File: config.mk
export PLATFORM = sky130hd
export DESIGN_NAME = tpm_request_queue
export DESIGN_NICKNAME = d
export VERILOG_FILES = /design/src/rtl/tpm_request_queue.sv
export SDC_FILE = /design/constraint.sdc
export NUM_CORES = 1
export LEC_CHECK = 0
export CAP_MARGIN = 5
export CORE_ASPECT_RATIO = 0.9
export CORE_UTILIZATION = 52
export CTS_CLUSTER_DIAMETER = 40
export CTS_CLUSTER_SIZE = 14
export DETAILED_ROUTE_END_ITERATION = 16
export GPL_ROUTABILITY_DRIVEN = 0
export PLACE_DENSITY = 0.76
export REMOVE_ABC_BUFFERS = 1
export SYNTH_ARGS = -nofsm -noshare
export SYNTH_HDL_FRONTEND = slang
export SYNTH_SLANG_ARGS = --single-unit
File: constraint.sdc
create_clock -name clk -period 3.31 [get_ports clk]
set_input_delay 0.331 -clock clk [delete_from_list [all_inputs] [get_ports clk]]
set_output_delay 0.331 -clock clk [all_outputs]
set_load 0.01 [all_outputs]
File: src/rtl/tpm_request_queue.sv
// tpm_request_queue
// Three independent request FIFOs feeding the ports of the triple-ported
// memory. Each client pushes {addr, data, wen} over valid/ready; the memory
// side sees the FIFO head, which only advances when freeze_inputs is low.
// Every output is decoded from registered state; no input reaches an output
// combinationally.
module tpm_request_queue #(
  parameter int DEPTH = 4,
  localparam int CW = $clog2(DEPTH) + 1
) (
  input  logic          clk,
  input  logic          reset,
  input  logic          port1_req_valid,
  output logic          port1_req_ready,
  input  logic [11:0]   port1_req_addr,
  input  logic [15:0]   port1_req_data,
  input  logic          port1_req_wen,
  input  logic          port2_req_valid,
  output logic          port2_req_ready,
  input  logic [11:0]   port2_req_addr,
  input  logic [15:0]   port2_req_data,
  input  logic          port2_req_wen,
  input  logic          port3_req_valid,
  output logic          port3_req_ready,
  input  logic [11:0]   port3_req_addr,
  input  logic [15:0]   port3_req_data,
  input  logic          port3_req_wen,
  output logic [11:0]   port1_addr,
  output logic [15:0]   port1_data_in,
  output logic          port1_wen,
  output logic          port1_valid_in,
  output logic [11:0]   port2_addr,
  output logic [15:0]   port2_data_in,
  output logic          port2_wen,
  output logic          port2_valid_in,
  output logic [11:0]   port3_addr,
  output logic [15:0]   port3_data_in,
  output logic          port3_wen,
  output logic          port3_valid_in,
  input  logic          freeze_inputs,
  output logic [CW-1:0] port1_count,
  output logic [CW-1:0] port2_count,
  output logic [CW-1:0] port3_count,
  output logic          idle
);

  localparam int AW = $clog2(DEPTH);

  // Entry layout: addr in [28:17], data in [16:1], wen in [0].
  logic [2:0]    req_valid_s;
  logic [11:0]   req_addr_s  [3];
  logic [15:0]   req_data_s  [3];
  logic [2:0]    req_wen_s;
  logic [2:0]    notfull_s;
  logic [2:0]    nonempty_s;
  logic [28:0]   head_s      [3];
  logic [CW-1:0] count_s     [3];

  assign req_valid_s   = {port3_req_valid, port2_req_valid, port1_req_valid};
  assign req_wen_s     = {port3_req_wen, port2_req_wen, port1_req_wen};
  assign req_addr_s[0] = port1_req_addr;
  assign req_addr_s[1] = port2_req_addr;
  assign req_addr_s[2] = port3_req_addr;
  assign req_data_s[0] = port1_req_data;
  assign req_data_s[1] = port2_req_data;
  assign req_data_s[2] = port3_req_data;

  for (genvar g = 0; g < 3; g++) begin : g_fifo
    logic [28:0]   mem_r [DEPTH];
    logic [AW-1:0] wr_ptr_r;
    logic [AW-1:0] rd_ptr_r;
    logic [CW-1:0] count_r;
    logic          push_s;
    logic          pop_s;

    // Full/empty come from the counter alone; pointers simply wrap mod DEPTH.
    assign notfull_s[g]  = (count_r != CW'(DEPTH));
    assign nonempty_s[g] = (count_r != CW'(0));
    assign push_s        = req_valid_s[g] & notfull_s[g];
    assign pop_s         = nonempty_s[g] & ~freeze_inputs;
    assign count_s[g]    = count_r;

    // Entry storage; contents are don't-care after reset, so no reset here.
    always_ff @(posedge clk) begin
      if (push_s) begin
        mem_r[wr_ptr_r] <= {req_addr_s[g], req_data_s[g], req_wen_s[g]};
      end
    end

    // Pointer and occupancy update; reset discards all queued entries.
    always_ff @(posedge clk or posedge reset) begin
      if (reset) begin
        wr_ptr_r <= AW'(0);
        rd_ptr_r <= AW'(0);
        count_r  <= CW'(0);
      end else begin
        if (push_s) begin
          wr_ptr_r <= wr_ptr_r + AW'(1);
        end
        if (pop_s) begin
          rd_ptr_r <= rd_ptr_r + AW'(1);
        end
        case ({push_s, pop_s})
          2'b10:   count_r <= count_r + CW'(1);
          2'b01:   count_r <= count_r - CW'(1);
          default: count_r <= count_r;
        endcase
      end
    end

    // Head presented to memory; forced to zero when the FIFO is empty.
    always_comb begin
      head_s[g] = 29'd0;
      if (nonempty_s[g]) begin
        head_s[g] = mem_r[rd_ptr_r];
      end else begin
        head_s[g] = 29'd0;
      end
    end
  end

  assign port1_req_ready = notfull_s[0];
  assign port2_req_ready = notfull_s[1];
  assign port3_req_ready = notfull_s[2];

  assign port1_valid_in = nonempty_s[0];
  assign port2_valid_in = nonempty_s[1];
  assign port3_valid_in = nonempty_s[2];

  assign port1_addr    = head_s[0][28:17];
  assign port1_data_in = head_s[0][16:1];
  assign port1_wen     = head_s[0][0];
  assign port2_addr    = head_s[1][28:17];
  assign port2_data_in = head_s[1][16:1];
  assign port2_wen     = head_s[1][0];
  assign port3_addr    = head_s[2][28:17];
  assign port3_data_in = head_s[2][16:1];
  assign port3_wen     = head_s[2][0];

  assign port1_count = count_s[0];
  assign port2_count = count_s[1];
  assign port3_count = count_s[2];

  assign idle = ~(|nonempty_s);

endmodule

==> metrics.txt <==
# TYPE chip_impl_metric gauge
chip_impl_info{name="outcome",value="finished clean"} 1
chip_impl_metric{name="final_net_count",unit=""} 1003
chip_impl_metric{name="comb_power_share",unit=""} 0.367
chip_impl_metric{name="synth_async_sr_flop_share",unit=""} 0.05691
chip_impl_metric{name="power.static_leakage",unit="nW"} 6.185
chip_impl_metric{name="number_of_enable_flip_flop_cells_after_synthesis",unit=""} 348
chip_impl_metric{name="area_growth",unit="%"} 26.40
chip_impl_metric{name="clock_skew",unit="ns"} 0.01791
chip_impl_metric{name="final.setup.tns",unit="ns"} 0
chip_impl_metric{name="viasPerCell",unit=""} 5.415
chip_impl_info{name="synth_top_flop_cell",value="sky130_fd_sc_hd__edfxtp_1"} 1
chip_impl_info{name="rsz0062_at_grt",value="false"} 1
chip_impl_metric{name="hold_viol_final",unit=""} 0
chip_impl_info{name="min-delay-path-class",value="in -> async"} 1
chip_impl_metric{name="routedLengthMet1",unit="um"} 11130
chip_impl_info{name="cpMaxStageDelayCell",value="sky130_fd_sc_hd__mux4_2"} 1
chip_impl_metric{name="met2_length",unit="um"} 13510
chip_impl_metric{name="synth.top_cell.area_share",unit=""} 0.7249
chip_impl_metric{name="postCtsResizedCells",unit=""} 0
chip_impl_metric{name="tightestPinTransition",unit="ns"} 0.8374
chip_impl_metric{name="period_needed",unit="ns"} 2.819
chip_impl_metric{name="drive_gt1_frac",unit=""} 0.2089
chip_impl_metric{name="post_synth_inst_count",unit=""} 665
chip_impl_metric{name="setup_violations",unit=""} 0
chip_impl_info{name="worstPathCellList",value="buf_12 -> mux4_2 -> nor2b_1 -> clkdlybuf4s50_1"} 1
chip_impl_metric{name="grt_remaining_overflow",unit=""} 0
chip_impl_info{name="category_of_the_most_critical_setup_path",value="reg -> out"} 1
chip_impl_info{name="crit_family",value="buffers and inverters"} 1
chip_impl_metric{name="drt_pass1_iterations",unit=""} 4
chip_impl_info{name="cp-end-kind",value="output port"} 1
chip_impl_metric{name="critical_path_buf_inv_count",unit=""} 2
chip_impl_info{name="top_routing_layer_used",value="met4"} 1
chip_impl_metric{name="clkSlewWorstSetupHoldPaths",unit="ns"} 0.06
chip_impl_metric{name="worstPathArrival",unit="ns"} 2.49
chip_impl_metric{name="clk_latency",unit="ns"} 0.52
chip_impl_info{name="yosys.area.top_type",value="sky130_fd_sc_hd__edfxtp_1"} 1
chip_impl_metric{name="detail_route.wirelength",unit="um"} 26960
chip_impl_metric{name="max_h_tree_level",unit=""} 2
chip_impl_metric{name="power.density",unit="mW/mm^2"} 958.0
chip_impl_metric{name="clkSinkCount",unit=""} 369
chip_impl_metric{name="initial_utilization",unit=""} 0.5319
chip_impl_metric{name="slew_headroom",unit=""} 0.4411
chip_impl_info{name="synth.top_cells.by_count",value="sky130_fd_sc_hd__edfxtp_1 (348), sky130_fd_sc_hd__mux4_2 (87), sky130_fd_sc_hd__nor2b_1 (79)"} 1
chip_impl_metric{name="synth-warning-count",unit=""} 0
chip_impl_metric{name="die_span_x",unit="um"} 177.5
chip_impl_info{name="yosys-top-cells-area",value="sky130_fd_sc_hd__edfxtp_1 (72%), sky130_fd_sc_hd__mux4_2 (14%), sky130_fd_sc_hd__dfrtp_1 (3.6%), sky130_fd_sc_hd__nor2b_1 (3.4%), sky130_fd_sc_hd__ha_1 (1.3%)"} 1
chip_impl_metric{name="first_pass_grt_wire_length",unit="um"} 41420
chip_impl_metric{name="grt_start_max_net_pins",unit=""} 33
chip_impl_metric{name="power.sequential.fraction",unit=""} 0.377
chip_impl_info{name="setup.worst_path.start_class",value="flop"} 1
chip_impl_metric{name="max-clock-path-buffers",unit=""} 3
chip_impl_metric{name="die-area",unit="sq mm"} 0.02839
chip_impl_metric{name="peakVddDrop",unit="mV"} 0.5837
chip_impl_metric{name="period_share",unit=""} 0.8516
chip_impl_metric{name="synth.lib_cells_used.distinct",unit=""} 23
chip_impl_metric{name="hpwl",unit="um"} 16300
chip_impl_metric{name="wl_met3",unit="um"} 1787
chip_impl_metric{name="maxSlewViolCount",unit=""} 0
chip_impl_metric{name="drtAntennaViolNets",unit=""} 0
chip_impl_metric{name="pwr-share-clk",unit=""} 0.257
chip_impl_metric{name="netSwitchingPower",unit="W"} 0.005084
chip_impl_metric{name="rows",unit=""} 57
chip_impl_metric{name="global_route.usage.total",unit=""} 0.1956
chip_impl_metric{name="via_count_of_the_first_global_routing_pass",unit=""} 7343
chip_impl_metric{name="remaining_drc_errors",unit=""} 0
chip_impl_metric{name="antenna_found_initial",unit=""} 1
chip_impl_info{name="tritoncts",value="built"} 1
chip_impl_info{name="cts.root.buffer_cell",value="sky130_fd_sc_hd__clkbuf_16"} 1
chip_impl_metric{name="die-height",unit="um"} 160.0
chip_impl_metric{name="power.internal",unit="W"} 0.01237
chip_impl_metric{name="placed_cells_incl_taps",unit=""} 1202
chip_impl_metric{name="post_synth_instance_area",unit="sq mm"} 0.01442
chip_impl_metric{name="postSynthAreaPerCell",unit="sq um"} 21.68
chip_impl_metric{name="max_freq",unit="GHz"} 0.3548
chip_impl_metric{name="cts-hold-fix-buffers",unit=""} 0
chip_impl_metric{name="max_cap_viols",unit=""} 0
chip_impl_metric{name="core_area",unit="sq mm"} 0.02710
chip_impl_metric{name="drt_iter0_drc",unit=""} 488
chip_impl_metric{name="critical_path.max_stage_delay",unit="ns"} 0.54
chip_impl_info{name="most_frequent_cell_after_synthesis",value="sky130_fd_sc_hd__edfxtp_1"} 1
chip_impl_metric{name="synth-seq-area-share",unit=""} 0.7613
chip_impl_metric{name="final-instance-count-excl-fill",unit=""} 1279
chip_impl_metric{name="cp_max_fo",unit=""} 24
chip_impl_metric{name="cts-buffers-inserted",unit=""} 42
chip_impl_metric{name="synth_seq_cells",unit=""} 369
chip_impl_metric{name="routed_wire_length_per_instance",unit="um"} 21.08
chip_impl_metric{name="number_of_vias_after_detailed_routing",unit=""} 6926
chip_impl_metric{name="boundaryPins",unit=""} 196
chip_impl_metric{name="timing.critical_path.required",unit="ns"} 2.98
chip_impl_metric{name="cts_setup_buffers",unit=""} 0
chip_impl_metric{name="port_buffers",unit=""} 195
chip_impl_metric{name="switching_share",unit=""} 0.2912
-- layer usage --
layer,GRT usage,up-vias
met5,0,-
met4,0.05517,0
met3,0.05024,42
met2,0.3221,193
met1,0.2593,3580
li1,-,3111
-- state kept, by name, indices dropped and copies added (netlist names) --
register	cells
g_fifo.mem_r	348
port3_count	3
g_fifo.wr_ptr_r	6
port2_count	3
port1_count	3
g_fifo.rd_ptr_r	6
-- cells in the final DEF (no fill, tap or decap), types with 3 or more instances in the layout --
cell type and n:
sky130_fd_sc_hd__and2_4 3, sky130_fd_sc_hd__and2b_1 8, sky130_fd_sc_hd__and3_1 4, sky130_fd_sc_hd__and3_2 8
sky130_fd_sc_hd__buf_12 3, sky130_fd_sc_hd__buf_4 12, sky130_fd_sc_hd__bufinv_16 3, sky130_fd_sc_hd__clkbuf_1 3
sky130_fd_sc_hd__clkbuf_16 43, sky130_fd_sc_hd__clkdlybuf4s50_1 195, sky130_fd_sc_hd__clkinv_1 6, sky130_fd_sc_hd__clkinv_2 3
sky130_fd_sc_hd__clkinv_4 3, sky130_fd_sc_hd__clkinvlp_4 7, sky130_fd_sc_hd__dfrtp_1 18, sky130_fd_sc_hd__dfrtp_2 3
sky130_fd_sc_hd__edfxtp_1 348, sky130_fd_sc_hd__fa_1 3, sky130_fd_sc_hd__ha_1 15, sky130_fd_sc_hd__inv_1 22
sky130_fd_sc_hd__inv_6 5, sky130_fd_sc_hd__mux2_4 3, sky130_fd_sc_hd__mux2i_1 3, sky130_fd_sc_hd__mux4_2 87
sky130_fd_sc_hd__nor2_1 6, sky130_fd_sc_hd__nor2b_1 79, sky130_fd_sc_hd__nor3b_1 3, sky130_fd_sc_hd__or3b_4 3
sky130_fd_sc_hd__xnor2_1 6, sky130_fd_sc_hd__xor2_1 12
-- final cells by class --
cell class	instances	area, sq um
diodes	1	2.502
clock buffers	46	1087
clock inverters	30	289.0
fillers	1749	8879
inverters	22	82.58
multi-input cells	247	3237
flip-flops and latches	369	10980
well taps	354	442.9
repair buffers	210	2102
-- cells by family after synthesis --
family / share of synthesized area
AND/OR/NAND/NOR: 0.05407
buffers and inverters: 0.01536
adder cells (fa/ha/maj): 0.01718
XOR/XNOR: 0.01094
multiplexers: 0.1411
flip-flops: 0.7613
-- stage by stage --
stage                     cell area [sq um]  utilization  setup WS (ns)  power [W]  hold WS, ns
after floorplan                       14280            -         0.1409    0.01006       0.3075
after global placement                16840       0.6215         0.9959    0.01303       0.4570
after detailed placement              16840       0.6215         0.9880    0.01313       0.4656
after CTS                             18220       0.6723         0.4288    0.01769       0.3057
after global routing                  18220       0.6723         0.3439    0.01829       0.3697
final                                 18220       0.6724         0.4912    0.01746       0.2855
-- final timing paths --
path	slack (ns)	from	endpoint	cells past startpoint
setup / recovery	0.49	g_fifo[1].rd_ptr_r[0]	port2_data_in[14]	4
hold reg to reg	0.50	g_fifo[1].rd_ptr_r[1]	g_fifo[1].rd_ptr_r[1]	1
max in group asynchronous	2.45	reset	g_fifo[0].rd_ptr_r[0]	2
hold / removal	0.29	reset	port3_count[1]	2
min in group clk	0.44	port3_req_addr[5]	g_fifo[2].mem_r[1][22]	1
setup reg to reg	0.95	port1_count[2]	port1_count[2]	9
-- power groups by stage --
stage | clock network, W | logic, W | registers, W
after CTS | 0.00458 | 0.00653 | 0.00659
after detailed placement | 0 | 0.00646 | 0.00667
after floorplan | 0 | 0.00315 | 0.00691
after global routing | 0.00474 | 0.00688 | 0.00667
final | 0.00448 | 0.00640 | 0.00657
after global placement | 0 | 0.00641 | 0.00663
No activity file was read; power rests on OpenSTA's default activity.
